--- src/rtl/seq_ser_pkg.sv ---
// Shared types and helpers for the parallel-to-serial front end.
package seq_ser_pkg;

    // Serializer control states.
    typedef enum logic [1:0] {
        S_IDLE,
        S_SHIFT,
        S_GAP
    } state_t;

    // Level driven on the serial line whenever no word is shifting.
    localparam logic IDLE_BIT_DEFAULT = 1'b0;

    // Bits needed for a counter that runs 0..n-1 (never narrower than 1 bit).
    function automatic int cnt_width(input int n);
        return (n <= 2) ? 1 : $clog2(n);
    endfunction

endpackage

--- src/rtl/seq_serializer.sv ---
// Parallel-to-serial front end: valid/ready word intake, one bit per clock
// out, optional idle gap after each word, and a wrapping completed-word count.
module seq_serializer
    import seq_ser_pkg::*;
#(
    parameter int   WIDTH     = 8,
    parameter int   GAP       = 0,
    parameter logic IDLE_BIT  = IDLE_BIT_DEFAULT,
    parameter bit   MSB_FIRST = 1'b1
) (
    input  logic             clk,
    input  logic             rst,
    input  logic [WIDTH-1:0] data_in,
    input  logic             valid,
    output logic             ready,
    output logic             Out,
    output logic             busy,
    output logic             last_bit,
    output logic [15:0]      words_sent
);

    localparam int BW = cnt_width(WIDTH);
    localparam int GW = cnt_width(GAP);
    localparam logic [BW-1:0] BIT_LAST = BW'(WIDTH - 1);
    localparam logic [GW-1:0] GAP_LAST = GW'((GAP > 0) ? GAP - 1 : 0);

    state_t           state;
    state_t           state_next;
    logic [WIDTH-1:0] shreg;
    logic [BW-1:0]    bit_cnt;
    logic [GW-1:0]    gap_cnt;
    logic [15:0]      sent_cnt;
    logic             accept;
    logic             shift_done;
    logic             gap_done;

    assign words_sent = sent_cnt;

    // Next-state and output decode; outputs depend only on registered state,
    // so valid only steers the next state, never ready or Out.
    always_comb begin
        // NOTE: every output of this block gets a default first so no path
        // through the case statements can leave a latch behind.
        state_next = state;
        ready      = 1'b0;
        busy       = 1'b0;
        last_bit   = 1'b0;
        Out        = IDLE_BIT;
        shift_done = (state == S_SHIFT) && (bit_cnt == BIT_LAST);
        gap_done   = (GAP > 0) && (state == S_GAP) && (gap_cnt == GAP_LAST);

        case (state)
            S_IDLE: ready = 1'b1;
            S_SHIFT: begin
                busy     = 1'b1;
                Out      = MSB_FIRST ? shreg[WIDTH-1] : shreg[0];
                last_bit = shift_done;
                ready    = shift_done && (GAP == 0);
            end
            S_GAP: begin
                busy  = 1'b1;
                ready = gap_done;
            end
            default: ;
        endcase

        accept = valid && ready;

        case (state)
            S_IDLE:  if (accept) state_next = S_SHIFT;
            S_SHIFT: begin
                if (shift_done) begin
                    if (GAP > 0)     state_next = S_GAP;
                    else if (accept) state_next = S_SHIFT;
                    else             state_next = S_IDLE;
                end
            end
            S_GAP:   if (gap_done) state_next = accept ? S_SHIFT : S_IDLE;
            default: state_next = S_IDLE;
        endcase
    end

    // State register.
    always_ff @(posedge clk or negedge rst) begin
        // NOTE: sequential state uses non-blocking assignments so every
        // register samples the pre-edge values regardless of block ordering.
        if (!rst) state <= S_IDLE;
        else      state <= state_next;
    end

    // Shift register, bit/gap counters and completed-word count.
    always_ff @(posedge clk or negedge rst) begin
        // NOTE: the shift register is cleared on reset too, so a word cut off
        // mid-shift leaves nothing behind for the next one.
        if (!rst) begin
            shreg    <= '0;
            bit_cnt  <= '0;
            gap_cnt  <= '0;
            sent_cnt <= '0;
        end else begin
            if (accept) begin
                shreg   <= data_in;
                bit_cnt <= '0;
            end else if ((state == S_SHIFT) && !shift_done) begin
                shreg   <= MSB_FIRST ? (shreg << 1) : (shreg >> 1);
                bit_cnt <= bit_cnt + 1'b1;
            end

            if (shift_done) sent_cnt <= sent_cnt + 1'b1;

            if (shift_done)                     gap_cnt <= '0;
            else if ((state == S_GAP) && !gap_done) gap_cnt <= gap_cnt + 1'b1;
        end
    end

endmodule
--- config.mk ---
export PLATFORM = sky130hd
export DESIGN_NAME = seq_serializer
export DESIGN_NICKNAME = d
export VERILOG_FILES = /design/src/rtl/seq_ser_pkg.sv /design/src/rtl/seq_serializer.sv
export SDC_FILE = /design/constraint.sdc
export NUM_CORES = 1
export LEC_CHECK = 0
export ABC_CLOCK_PERIOD_IN_PS = 1900
export CAP_MARGIN = 20
export CORE_MARGIN = 4
export CORE_UTILIZATION = 40
export CTS_CLUSTER_SIZE = 25
export DETAILED_ROUTE_END_ITERATION = 16
export MAX_ROUTING_LAYER = met4
export PLACE_DENSITY = 0.68
export SLEW_MARGIN = 15
export SYNTH_ARGS = -nofsm -noshare
export SYNTH_HDL_FRONTEND = slang
export SYNTH_SLANG_ARGS = --single-unit
export TNS_END_PERCENT = 20
--- constraint.sdc ---
create_clock -name clk -period 1.9 [get_ports clk]
set_input_delay 0.38 -clock clk [delete_from_list [all_inputs] [get_ports clk]]
set_output_delay 0.38 -clock clk [all_outputs]
set_load 0.005 [all_outputs]
==> impl_metrics.py <==
metrics = {
    "synth": {
        "syn_area_sq_um": 1250,
        "yosysWarnings": 0,
        "ys_seq_area_frac": 0.562,
        "synth-seq-cells": 28,
        "syn_nets": 121,
        "synth.area.top_cells": "dfrtp_1, xnor2_1, mux2i_1",
        "synth.top_cell.area_share": 0.562,
        "synth.avg_cell_area_sq_um": 11.6,
        "ys.flop_type": "dfrtp_1",
        "synth_common_cells": "dfrtp_1, nand2_1, xnor2_1",
        "synth_edf_count": 0,
        "async_flop_share": 1.00,
        "ys_types": 20,
        "syn_inst": 107,
        "synth_area_leader_cell": "dfrtp_1",
        "synth.most_common_cell": "dfrtp_1",
    },
    "timing": {
        "fin_crit_sh": 0.991,
        "finalMaxSlewViolations": 0,
        "max_slew_margin": 0.768,
        "worst_pin_slew_ps": 347,
        "fmax_mhz": 531,
        "grt_setup_unrepaired": "yes",
        "fin_crit_ps": 1880,
        "hold_viol_final": 0,
        "fin_skew_ps": 17.3,
        "finalSetupViolations": 0,
        "fin_tns_setup_ps": 0,
    },
    "grt": {
        "grt_overflow_total": 0,
        "first_global_vias": 957,
        "grt_antenna_before_repair": 0,
        "grt_use_total": 0.132,
        "grt_first_pass_wirelength_um": 4230,
        "grt_max_degree": 29,
    },
    "route": {
        "wl_per_cell_um": 12.5,
        "drt_wl_total_um": 2340,
        "drtPass1Iterations": 4,
        "vias": 910,
        "routed_via_density": 4.87,
        "initialDrtViolationCount": 44,
        "ant_nets": 0,
        "drcViolationCount": 0,
    },
    "die": {
        "coreArea_sq_um": 2880,
        "start_util": 0.433,
        "die_w_um": 63.8,
        "dieArea_sq_um": 4070,
        "die_y_um": 63.8,
        "row_count": 19,
        "io_pins": 31,
    },
    "critical_path": {
        "max_stage_delay_ps": 430,
        "cpMostUsedCell": "buf_6",
        "r2r_start": "bit_cnt[0]$_DFFE_PN0P_",
        "slowest_stage": "dfrtp_1",
        "reg2reg_to": "words_sent[7]$_DFFE_PN0P_",
        "crit_fanout": 2,
        "cp_top_family": "flip-flops",
        "path_class": "reg -> out",
        "r2r_cells": 8,
        "startpoint": "bit_cnt[0]$_DFFE_PN0P_",
        "reg2reg_setup_slack_ps": 30,
        "cp_num_buf_inv": 3,
        "path_cells": "ha_2 -> ha_4 -> buf_6 -> nor2b_4 -> inv_2 -> buf_6",
        "cp-end-kind": "output pin",
        "cp_data_arrival_time_ps": 1500,
        "crit_required_ps": 1520,
        "start_kind": "register",
    },
    "pwr": {
        "internal-power_uw": 1320,
        "ir_drop_mv": 0.684,
        "power_frac_clock": 0.205,
        "switching_share": 0.300,
        "finalPower_uw": 1890,
        "power_frac_seq": 0.458,
        "power.leakage_uw": 0.000774,
        "p_switching_uw": 568,
        "powerDensity_nw_per_um2": 1100,
        "comb_power_share": 0.337,
    },
    "final_layout": {
        "area_growth_pct": 38.2,
        "final_util": 0.599,
        "design_area_sq_um": 1720,
        "nNetsFinal": 160,
        "antenna_cells": 0,
        "fillCellCount": 255,
        "drive_above_1_share": 0.166,
    },
    "cts": {
        "insertion_delay_ps": 330,
        "cts_buffers": 3,
        "cts.sink_count": 28,
        "postCtsHoldBufs": 0,
        "h-tree-depth": 1,
        "cts_tree": "yes",
        "clk_pin_slew_ps": 160,
        "cts-root-buf": "clkbuf_4",
        "clockBufferDepth": 2,
    },
    "place": {
        "io_buffers": 30,
        "routabilityCongestion": 0.789,
        "post_dp_cell_area_sq_um": 1610,
        "hpwl_um": 1700,
    },
    "min_path": {
        "min_path_type": "in -> async",
    },
    "outcome": {
        "status": "completed",
    },
    "job": {
        "cap_violations": 0,
    },
}
[how the worst max path moves through the flow]
stage / end / slack [ps] / cells after the start
4_1_cts: ready / -9 / 6
6_report: ready / 20 / 6
2_1_floorplan: words_sent[7]$_DFFE_PN0P_ / 290 / 6
3_5_place_dp: ready / 30 / 5
3_3_place_gp: ready / 50 / 5
5_1_grt: ready / -70 / 6
[flip-flops by register name, summed over array words and instances (netlist names)]
name        flops
words_sent     16
shreg           8
bit_cnt         3
state           1
[cell families (layout without fill, tap and decap cells)]
kind of cell | after synthesis | in the layout | share of synthesized area
simple gates | 37 | 37 | 0.167
flops | 28 | 28 | 0.562
xor+xnor | 15 | 15 | 0.105
mux | 10 | 10 | 0.0813
compound gates | 9 | 9 | 0.0361
buf+inv | 5 | 43 | 0.0181
fa+ha+maj | 3 | 3 | 0.0301
[cells in the final DEF (no fill, tap or decap), types with 3 or more instances in the layout]
cell type and count:
nand2_1 14, clkdlybuf4s50_1 28, nand4_1 4, buf_4 6, xnor2_1 13, dfrtp_1 27
nand3_1 4, nand2b_1 3, and4_4 3, clkbuf_4 3, mux2i_1 9, o21ai_0 9
[power by group through the flow]
stage | Combinational, uW | Sequential [uW] | Clock, uW
after global placement | 522 | 864 | 0
after floorplan | 297 | 848 | 0
after global routing | 732 | 888 | 431
final | 638 | 866 | 387
after CTS | 605 | 865 | 403
after detailed placement | 543 | 873 | 0
[what timing repair did]
item	CTS	global route
endpoints found under the setup margin	2	9
buffers inserted	3	1
pin swaps	1	2
endpoints found under the hold margin	0	0
gates resized for setup	13	5
gates cloned	0	0
[per-stage QoR]
stage | setup slack, ps | cells | hold WS (ps)
floorplan | 286 | 107 | 84.4
global placement | 52.7 | 179 | 460
detailed placement | 25.5 | 179 | 468
CTS | -8.56 | 186 | 397
global route | -71.8 | 187 | 421
finish | 16.6 | 187 | 394
[layout make-up]
class                      count  area (sq um)  area share
multi-input combinational     74           554       0.322
clock buffer                   3          22.5      0.0131
timing repair buffer          37           353       0.205
tap                           42          52.6      0.0305
sequential                    28           702       0.408
clock inverter                 1          30.0      0.0174
inverter                       2          7.51     0.00436
[layer usage]
| layer | track usage | wire [um] | share of wire | vias to the layer above |
|---|---|---|---|---|
| met5 | - | 0 | 0 | - |
| met4 | 0.0377 | 9 | 0.0038 | 0 |
| met3 | 0.0280 | 101 | 0.043 | 2 |
| met2 | 0.225 | 1150 | 0.49 | 24 |
| met1 | 0.158 | 1090 | 0.46 | 442 |
| li1 | - | - | - | 442 |
No activity file was read; power rests on OpenSTA's default activity.
==> RTL edit, RTL diff (config.mk and constraints unchanged) <==
The parameter `WIDTH` goes from 8 to 10.
--- a/src/rtl/seq_serializer.sv
+++ b/src/rtl/seq_serializer.sv
@@ -3,7 +3,7 @@
 module seq_serializer
     import seq_ser_pkg::*;
 #(
-    parameter int   WIDTH     = 8,
+    parameter int   WIDTH     = 10,
     parameter int   GAP       = 0,
     parameter logic IDLE_BIT  = IDLE_BIT_DEFAULT,
     parameter bit   MSB_FIRST = 1'b1
Ports: changed (resized data_in); port bits go from 31 to 33. No check against the original RTL was run, so the function may have changed too.
==> RTL edit against the original RTL <==
Total power up 16%; synthesized cell count up 17%; final area up 13%; register-to-register slack better by 0.18 ns; final cell count up 16%; clock skew down 0.015 ns; area after synthesis up 15%; wire length up 20%; setup slack better by 0.10 ns; critical path depth down 1; global-route usage up 1.9 points; sequential cell count up 3; critical path type unchanged; largest power group unchanged.
==> RTL edit: results (changes against the original RTL) <==
- Met3 global-route usage: 0.0599 (was 0.0280)
- Largest net degree at the start of global routing: 32 (was 29)
- Ratio of cells with drive above 1 in the final layout: 0.140 (was 0.166)
- Metal2 WL: 1470 um (was 1150 um)
- RD Place Congestion: 0.811 (was 0.789)
- Static Leak: 0.910 nW (was 0.774 nW)
- Slew headroom: 0.737 (was 0.768)
- Cell variety after synth: 26 (was 20)
- Met1 usage: 0.148 (was 0.158)
- PortBufs: 32 (was 30)
- Compound-Gate Fraction of Synth Area: 0.0525 (was 0.0361)
- Reg2Reg Launch Point: bit_cnt[1]$_DFFE_PN0P_ (was bit_cnt[0]$_DFFE_PN0P_)
- Synth Instances: 125 (was 107)
- Adder-cell area share of the yosys netlist: 0.0262 (was 0.0301)
- VDD IR max: 0.000604 V (was 0.000684 V)
- Reg2Reg Depth: 7 (was 8)
- Post-synthesis mux area share: 0.0840 (was 0.0813)
- H-tree depth: 2 (was 1)
- Placed instance area: 0.00183 sq mm (was 0.00161 sq mm)
- GRT Util Overall: 0.151 (was 0.132)
- Largest cells by area after synthesis: dfrtp_1, mux2i_1, xnor2_1, a21oi_1, nor4_4 (was dfrtp_1, xnor2_1, mux2i_1, nand2_1, o21ai_0)
- First DRT Iteration DRCs: 26 (was 44)
- Drt total wl: 2820 um (was 2340 um)
- Nets: 186 (was 160)
- Commonest cells in the netlist: dfrtp_1, mux2i_1, xnor2_1 (was dfrtp_1, nand2_1, xnor2_1)
- Worst-path clk slew: 0.09 ns (was 0.16 ns)
- Routed WL per cell: 13.0 um (was 12.5 um)
- Met3 wire length: 154 um (was 101 um)
- Detailed Routing Iterations Pass 1: 4 (unchanged)
- Met1 WL: 1150 um (was 1090 um)
- R2r endpoint: words_sent[11]$_DFFE_PN0P_ (was words_sent[7]$_DFFE_PN0P_)
- Largest stage delay on the critical path: 0.39 ns (was 0.43 ns)
- Register area share after synthesis: 0.542 (was 0.562)
- Crit path max-delay cell type: dfrtp_1 (unchanged)
- Detailed Place HPWL: 2060 um (was 1700 um)
- Vias per cell: 4.89 (was 4.87)
- Vias in the first global route: 1,137 (was 957)
- Outcome: finished clean (unchanged)
- Num CTS Buffers: 5 (was 3)
- Area share of xor/xnor cells in the synthesized design: 0.0919 (was 0.105)
- GR Layer Usage met2: 0.265 (was 0.225)
- Crit. Startpoint: bit_cnt[1]$_DFFE_PN0P_ (was bit_cnt[0]$_DFFE_PN0P_)
-- RTL edit: metrics by stage --
step | setup WS, ns | util
floorplan | 0.299 | -
global placement | 0.133 | 0.539
detailed placement | 0.109 | 0.539
CTS | 0.0296 | 0.567
global route | 0.0349 | 0.574
finish | 0.118 | 0.574
-- RTL edit: what timing repair did --
item	CTS	global route
buffers inserted	2	3
setup endpoints to repair	3	1
gates resized for setup	6	0
-- RTL edit: power by group --
group          leakage [nW]  switching [mW]  internal [mW]  total, mW
registers             0.403           0.147          0.839      0.986
clock network        0.0386           0.215          0.217      0.433
logic                 0.468           0.353          0.427      0.780
-- RTL edit: final cells by class --
| cell class | count | area share |
|---|---|---|
| Tap cell | 46 | 0.0296 |
| Sequential cell | 31 | 0.400 |
| Clock buffer | 8 | 0.0354 |
| Multi-Input combinational cell | 87 | 0.328 |
| Timing Repair Buffer | 42 | 0.202 |
| Inverter | 3 | 0.00579 |
